### config.mk
export PLATFORM = sky130hd
export DESIGN_NAME = posit_batch_ctrl
export DESIGN_NICKNAME = d
export VERILOG_FILES = /design/src/rtl/posit_batch_ctrl.sv
export SDC_FILE = /design/constraint.sdc
export NUM_CORES = 1
export LEC_CHECK = 0
export CAP_MARGIN = 20
export CORE_MARGIN = 3
export CORE_UTILIZATION = 42
export CTS_CLUSTER_DIAMETER = 200
export DETAILED_ROUTE_END_ITERATION = 10
export GPL_TIMING_DRIVEN = 0
export PLACE_DENSITY = 0.7
export SLEW_MARGIN = 25
export SYNTH_ARGS = -nofsm -noshare
export SYNTH_HDL_FRONTEND = slang
export SYNTH_SLANG_ARGS = --single-unit
### constraint.sdc
create_clock -name clk -period 2.6 [get_ports clk]
set_input_delay 0.26 -clock clk [delete_from_list [all_inputs] [get_ports clk]]
set_output_delay 0.26 -clock clk [all_outputs]
set_load 0.005 [all_outputs]
### src/rtl/posit_batch_ctrl.sv
// Batch sequencer: streams operand pairs from mem0, runs them through the posit
// unit with a valid/ready handshake and writes each result into mem1.
module posit_batch_ctrl #(
    parameter int unsigned ADDR_W  = 12,
    parameter int unsigned POSIT_W = 32,
    parameter int unsigned CNT_W   = 10
) (
    input  logic               clk,
    input  logic               reset_n,
    input  logic               start,
    input  logic [CNT_W-1:0]   pair_count,
    output logic               completed,
    output logic               busy,
    output logic [ADDR_W-1:0]  mem0_address,
    output logic               mem0_chipselect,
    output logic               mem0_clken,
    output logic               mem0_write,
    output logic [7:0]         mem0_writedata,
    input  logic [7:0]         mem0_readdata,
    output logic [ADDR_W-1:0]  mem1_address,
    output logic               mem1_chipselect,
    output logic               mem1_clken,
    output logic               mem1_write,
    output logic [7:0]         mem1_writedata,
    input  logic [7:0]         mem1_readdata,
    output logic               pu_in_valid,
    input  logic               pu_in_ready,
    output logic [POSIT_W-1:0] pu_num1,
    output logic [POSIT_W-1:0] pu_num2,
    input  logic               pu_out_valid,
    input  logic [POSIT_W-1:0] pu_result
);

    localparam int unsigned Nb        = POSIT_W / 8;
    localparam int unsigned PairBytes = 2 * Nb;
    // One extra step at the end of FETCH collects the last read byte.
    localparam int unsigned StepW     = $clog2(PairBytes + 1);
    localparam logic [CNT_W-1:0] MaxPairs = CNT_W'(512);

    typedef enum logic [2:0] {StIdle, StFetch, StIssue, StWait, StStore, StDone} state_e;

    state_e               state_q, state_d;
    logic [StepW-1:0]     step_q, step_d;
    logic [CNT_W-1:0]     idx_q, idx_d;
    logic [CNT_W-1:0]     cnt_q, cnt_d;
    logic [2*POSIT_W-1:0] op_q, op_d;
    logic [POSIT_W-1:0]   res_q, res_d;
    logic                 start_q;
    logic                 armed_q, armed_d;

    logic                 start_rise;
    logic [CNT_W-1:0]     count_clamped;
    logic [CNT_W-1:0]     idx_inc;
    logic [ADDR_W-1:0]    base0, base1;
    logic                 unused_rdata;

    // A batch only starts on a low-to-high start transition seen after start was
    // sampled low at least once since reset, so a start held high through reset
    // cannot launch a batch.
    assign start_rise    = start & ~start_q & armed_q;
    assign count_clamped = (pair_count > MaxPairs) ? MaxPairs : pair_count;
    assign idx_inc       = idx_q + CNT_W'(1);
    assign base0         = ADDR_W'(idx_q) * ADDR_W'(PairBytes);
    assign base1         = ADDR_W'(idx_q) * ADDR_W'(Nb);
    assign unused_rdata  = ^mem1_readdata;

    assign mem0_write     = 1'b0;
    assign mem0_writedata = 8'h00;
    assign pu_num1        = op_q[POSIT_W-1:0];
    assign pu_num2        = op_q[2*POSIT_W-1:POSIT_W];

    // State and datapath registers.
    always_ff @(posedge clk or negedge reset_n) begin
        if (!reset_n) begin
            state_q <= StIdle;
            step_q  <= '0;
            idx_q   <= '0;
            cnt_q   <= '0;
            op_q    <= '0;
            res_q   <= '0;
            start_q <= 1'b0;
            armed_q <= 1'b0;
        end else begin
            state_q <= state_d;
            step_q  <= step_d;
            idx_q   <= idx_d;
            cnt_q   <= cnt_d;
            op_q    <= op_d;
            res_q   <= res_d;
            start_q <= start;
            armed_q <= armed_d;
        end
    end

    // Next-state and datapath update.
    always_comb begin
        state_d = state_q;
        step_d  = step_q;
        idx_d   = idx_q;
        cnt_d   = cnt_q;
        op_d    = op_q;
        res_d   = res_q;
        armed_d = armed_q | ~start;
        unique case (state_q)
            StIdle: begin
                if (start_rise) begin
                    cnt_d   = count_clamped;
                    idx_d   = '0;
                    step_d  = '0;
                    state_d = (count_clamped == '0) ? StDone : StFetch;
                end
            end
            StFetch: begin
                // Read data lags the address by one cycle; shift bytes in at the
                // top so byte 0 ends up in num1[7:0].
                if (step_q != '0) begin
                    op_d = {mem0_readdata, op_q[2*POSIT_W-1:8]};
                end
                if (step_q == StepW'(PairBytes)) begin
                    step_d  = '0;
                    state_d = StIssue;
                end else begin
                    step_d = step_q + StepW'(1);
                end
            end
            StIssue: begin
                if (pu_in_ready) begin
                    state_d = StWait;
                end
            end
            StWait: begin
                if (pu_out_valid) begin
                    res_d   = pu_result;
                    step_d  = '0;
                    state_d = StStore;
                end
            end
            StStore: begin
                res_d = res_q >> 8;
                if (step_q == StepW'(Nb - 1)) begin
                    step_d  = '0;
                    idx_d   = idx_inc;
                    state_d = (idx_inc == cnt_q) ? StDone : StFetch;
                end else begin
                    step_d = step_q + StepW'(1);
                end
            end
            StDone: begin
                if (!start) begin
                    state_d = StIdle;
                end
            end
            default: state_d = StIdle;
        endcase
    end

    // Memory strobes, addresses and status outputs decoded from the state.
    always_comb begin
        mem0_address    = '0;
        mem0_chipselect = 1'b0;
        mem0_clken      = 1'b0;
        mem1_address    = '0;
        mem1_chipselect = 1'b0;
        mem1_clken      = 1'b0;
        mem1_write      = 1'b0;
        mem1_writedata  = 8'h00;
        pu_in_valid     = (state_q == StIssue);
        completed       = (state_q == StDone);
        busy            = (state_q == StFetch) || (state_q == StIssue) ||
                          (state_q == StWait)  || (state_q == StStore);
        if ((state_q == StFetch) && (step_q < StepW'(PairBytes))) begin
            mem0_address    = base0 + ADDR_W'(step_q);
            mem0_chipselect = 1'b1;
            mem0_clken      = 1'b1;
        end
        if (state_q == StStore) begin
            mem1_address    = base1 + ADDR_W'(step_q);
            mem1_chipselect = 1'b1;
            mem1_clken      = 1'b1;
            mem1_write      = 1'b1;
            mem1_writedata  = res_q[7:0];
        end
    end

endmodule
## Word-level counts from Yosys, hierarchy flattened

Cells that the tools add are included.

| storage, ports and cells | value |
|---|---|
| register bits | 125 |
| input bits | 63 |
| logic and storage cells | 74 |

| operators by class | value |
|---|---|
| add/subtract/negate cells | 4 |
| $lt $le $gt $ge | 2 |
| eq/ne operators | 14 |
| mux-type cells | 25 |
| bitwise gates (word level) | 5 |
| reduce and logical (&&, ||, !) cells | 16 |

Operators with widths:

| kind | number |
|---|---|
| one-hot mux 32 bit (2 select lines) | 1 |
| two-way mux 32 bit | 1 |
| two-way mux 10 bit | 3 |
| adder 12 x 4 -> 12 bit | 2 |
| two-way mux 12 bit | 2 |
| two-way mux 3 bit | 8 |
| one-hot mux 10 bit (2 select lines) | 1 |
| one-hot mux 3 bit (6 select lines) | 1 |
| two-way mux 4 bit | 4 |
| one-hot mux 4 bit (4 select lines) | 1 |
| adder 10 x 1 -> 10 bit (second input constant) | 1 |
| == test 10 bit | 1 |
| greater-than comparator 10 bit (second input constant) | 1 |
| logical NOT 10 bit | 1 |
| != test 2 bit (second input constant) | 5 |
| two-way mux 8 bit | 1 |
| nonzero test 4 bit | 2 |
| == test 3 x 2 -> 1 bit (second input constant) | 2 |
| == test 3 bit (second input constant) | 2 |
| AND reduction 2 bit | 3 |
| AND reduction 3 bit | 2 |
| AND reduction 6 bit | 1 |
| adder 4 x 1 -> 4 bit (second input constant) | 1 |
| == test 4 x 2 -> 1 bit (second input constant) | 1 |
| other kinds (12) | 18 |

## Logic depth before layout (Yosys ltp)

| logic depth | value |
|---|---|
| depth after elaboration | 6 |
| mapped depth | 8 |
| depth with buffers taken out | 6 |

## Least setup slack after synthesis

No wires, ideal clock.

| path | value |
|---|---|
| path type | register to output |
| from | register state_q[2] |
| to | output mem0_address[2] |
| data arrival time | 1.696 ns |
| data required time | 2.340 ns |
| slack | 0.644 ns |
| cell stages (with the launch flop) | 8 |
| path buffers | 3 |
| cells stage by stage | dfrtp_1 buf_6 or3b_1 buf_2 or2_2 clkbuf_1 inv_1 and2_1 |

| on the way | value |
|---|---|
| word-level cells in the longest chain between the ends | 3 |

RTL lines:

| what | RTL line | text |
|---|---|---|
| from (decl) | 42 | `state_e state_q, state_d;` |
| from (signal assigned) | 75 | `state_q <= StIdle;` |
| from (signal assigned) | 84 | `state_q <= state_d;` |
| == test 3 x 1 -> 1 bit | 171 | `if ((state_q == StFetch) && (step_q < StepW'(PairBytes))) begin` |
| logical AND 1 bit | 171 |  |
| two-way mux 12 bit | 171 |  |
| to (decl) | 14 | `output logic [ADDR_W-1:0] mem0_address,` |

No other way between the ends.

## Final worst setup path

| path | value |
|---|---|
| from | register state_q[2] |
| to | output mem0_chipselect |

| on the way | value |
|---|---|
| word-level cells in the longest chain between the ends | 3 |

RTL lines:

| what | RTL line | text |
|---|---|---|
| == test 3 x 1 -> 1 bit | 171 |  |
| logical AND 1 bit | 171 |  |
| two-way mux 1 bit | 171 |  |
| to (decl) | 15 | `output logic mem0_chipselect,` |

No other way between the ends.

==> run summary <==
die height: 128 um
Startpoint Class: register
Yosys reg bits: 125
Worst VDD drop: 0.771 mV
Slew Limit Fails: 0
Max stage delay on crit path: 0.49 ns
Max-Cap Viols: 0
slowest stage cell, crit path: clkdlybuf4s50_1
Primary FF master, synth: dfrtp_1
relative slew slack: 51.8%
vias after detailed routing: 4,809
asr flop ratio synth: 100%
clk buf depth: 2
num rows: 44
Final Worst Setup Slack: 0.0881 ns
most frequent cells in the layout: clkdlybuf4s50_1 (141), dfrtp_1 (121), nor2_1 (78)
DP HPWL: 11,100 um
Clk pin slew, worst setup/hold paths: 0.05 ns
H-tree depth: 4
Seq/Total Area, Yosys: 49.9%
Mapped Cells: 557
Initial DRC Count: 200
Synth area leader: dfrtp_1
setup skew after layout: 0.00763 ns
register share of total power: 32.1%
cell mode on critical path: buf_6
worst skew pair latency: 0.41 ns
PwrDens: 1240 nW/um2
total track usage: 19.6%
actual slew at the worst max-slew pin: 0.723 ns
Die Area: 16,400 um2
post-place setup slack: 0.0222 ns
WL/cell: 16.3 um
Yosys top cell area share: 49.9%
diode count: 0
first-pass GRT wire length: 25,600 um
core area: 14,600 um2
Max Clk Rate: 0.398 GHz
Initial Util: 42.9%
most common cell after layout, fill and taps aside: clkdlybuf4s50_1
vias per cell: 5.09
final hold violation count: 0
Arr. time, crit path: 2.25 ns
Comb pwr share: 46.4%
First-pass DRT Iterations: 4
critical-path cell list: buf_6, or3b_1, buf_6, or2_4, inv_4, clkdlybuf4s50_1
Cell Area, Synth: 6260 um2
Post-synth EDFFs: 0
share of layout cells above drive strength 1: 20.1%
Int Pwr: 7450 uW
crit share post-route: 96.6%
Post-Syn Area per Cell: 11.2 um2
WP data required: 2.34 ns
outcome: finished, final reports clean
vias in the first global route: 4,937
Root Driver: clkbuf_16
Total Nets Final: 820
largest net degree at the start of global routing: 67
Setup Viol. Count Final: 0
clock power share: 21.4%
Psw: 3500 uW
Crit Path Class: reg -> out
Routed WL: 15,300 um
Tmin final: 2.51 ns
Die X: 128 um
endpoint class of the critical path: output pin
Area Overhead vs Synth: 41.3%
RSZ-0062 raised after global routing: no
PortBufs: 158
HP Class: in -> async
TritonCTS clock tree: yes
Tot Pwr: 11,000 uW
Post-route DRC: 0
fin util: 60.7%
initial antenna violation count: 0
synth top area cells: dfrtp_1 (50%), mux2_4 (14%), nor2_1 (4.7%)
P_leak: 0.00400 uW
Antenna Nets Post-Route: 0
Ports: 176
Ys Warns: 0
clk sink count: 125
Fillers: 1,178
maximum net fanout on the critical path: 5
post-synth cell types: 53
grt ovf: 0
gpl congestion: 0.889
switching share of power: 31.9%
total CTS buffers: 17
## Yosys cell counts, types with 4 or more instances
library cell  instances
buf_4                13
inv_1                 5
or3_1                 4
o21ai_0              23
buf_2                 8
clkbuf_1             16
nand4_1               4
o31ai_1               5
a22o_1               14
ha_1                  7
dfrtp_1             125
xor2_1               12
mux2_4               60
nand2b_1              9
xnor2_1              10
and2_1               16
o22ai_1              21
buf_8                 6
mux2_2                6
a31oi_1               6
a21oi_1              10
nand2_1              38
nand3_1              16
nor2_1               78
## what timing repair did
item | CTS | global route
gates cloned | 1 | 0
pin swaps | 2 | 3
setup buffers | 5 | 4
resized for setup | 25 | 16
endpoints found under the hold margin | 59 | 0
hold buffers | 1 | 0
endpoints found under the setup margin | 36 | 27
## cell families (layout without fill, tap and decap cells)
group / count (synthesis) / after routing / synth area share, %
and+or+nand+nor: 187 / 188 / 14.0
AOI/OAI and AO/OA: 93 / 93 / 9.91
xor gates and xnor gates: 23 / 23 / 3.44
DFF: 125 / 125 / 49.9
adders and majority gates: 8 / 8 / 1.72
other: 1 / 9 / 0.0599
buffers and inverters: 53 / 247 / 5.31
muxes: 67 / 67 / 15.6
## layer usage
metal | global-route usage (%) | vias up | wire length (um)
met5 | 0 | - | 0
met4 | 6.24 | 0 | 209
met3 | 7.75 | 16 | 1310
met2 | 31.9 | 167 | 7480
met1 | 24.0 | 2320 | 6350
li1 | - | 2306 | -
## state kept, by name, summed over array words and instances, names as in the netlist
register / flops
armed_q: 1
idx_q: 10
op_q: 64
start_q: 1
cnt_q: 10
res_q: 32
state_q: 3
step_q: 4
## final timing paths
| check | from | slack [ns] | depth (start not counted) | to |
|---|---|---|---|---|
| max | state_q[2] | 0.09 | 6 | mem0_chipselect |
| min | reset_n | 0.37 | 2 | idx_q[5] |
| max in group asynchronous | reset_n | 1.55 | 3 | op_q[28] |
| min in group clk | start | 0.39 | 1 | start_q |
| min reg2reg | armed_q | 0.46 | 1 | armed_q |
| max reg2reg | state_q[2] | 0.24 | 7 | op_q[62] |
## power groups by stage
stage	Clock [uW]	Sequential, uW	Combinational (uW)
2_1_floorplan	0	3420	3020
3_3_place_gp	0	3500	4860
3_5_place_dp	0	3540	4950
4_1_cts	2400	3530	5090
5_1_grt	2480	3650	5550
6_report	2350	3520	5090
## through the flow
| step | std cells | hold slack [ns] | cell area (um2) | TNS, ns |
|---|---|---|---|---|
| 6_report | 944 | 0.367 | 8850 | 0 |
| 5_1_grt | 944 | 0.397 | 8850 | 0 |
| 4_1_cts | 940 | 0.367 | 8780 | 0 |
| 3_5_place_dp | 908 | 0.223 | 8140 | 0 |
| 3_3_place_gp | 907 | 0.442 | 8110 | -439.00 |
| 2_1_floorplan | 565 | -0.0356 | 6290 | 0 |
## worst max-delay path, delay by kind of cell (launching register included)
kind / cells / cell delay [ns]
flops: 1 / 0.39
buf+inv: 4 / 0.82
simple gates: 2 / 0.64
## layout make-up
class                      count  area [um2]  share of cell area (%)
timing repair buffer         169        1700                    19.2
inverter                       6        30.0                   0.339
multi-input combinational    388        2870                    32.4
clock inverter                11         145                    1.64
tap                          184         230                    2.60
buffer                        42         308                    3.48
clock buffer                  19         443                    5.00
sequential                   125        3130                    35.4
Power figures use the tool's default switching activity.
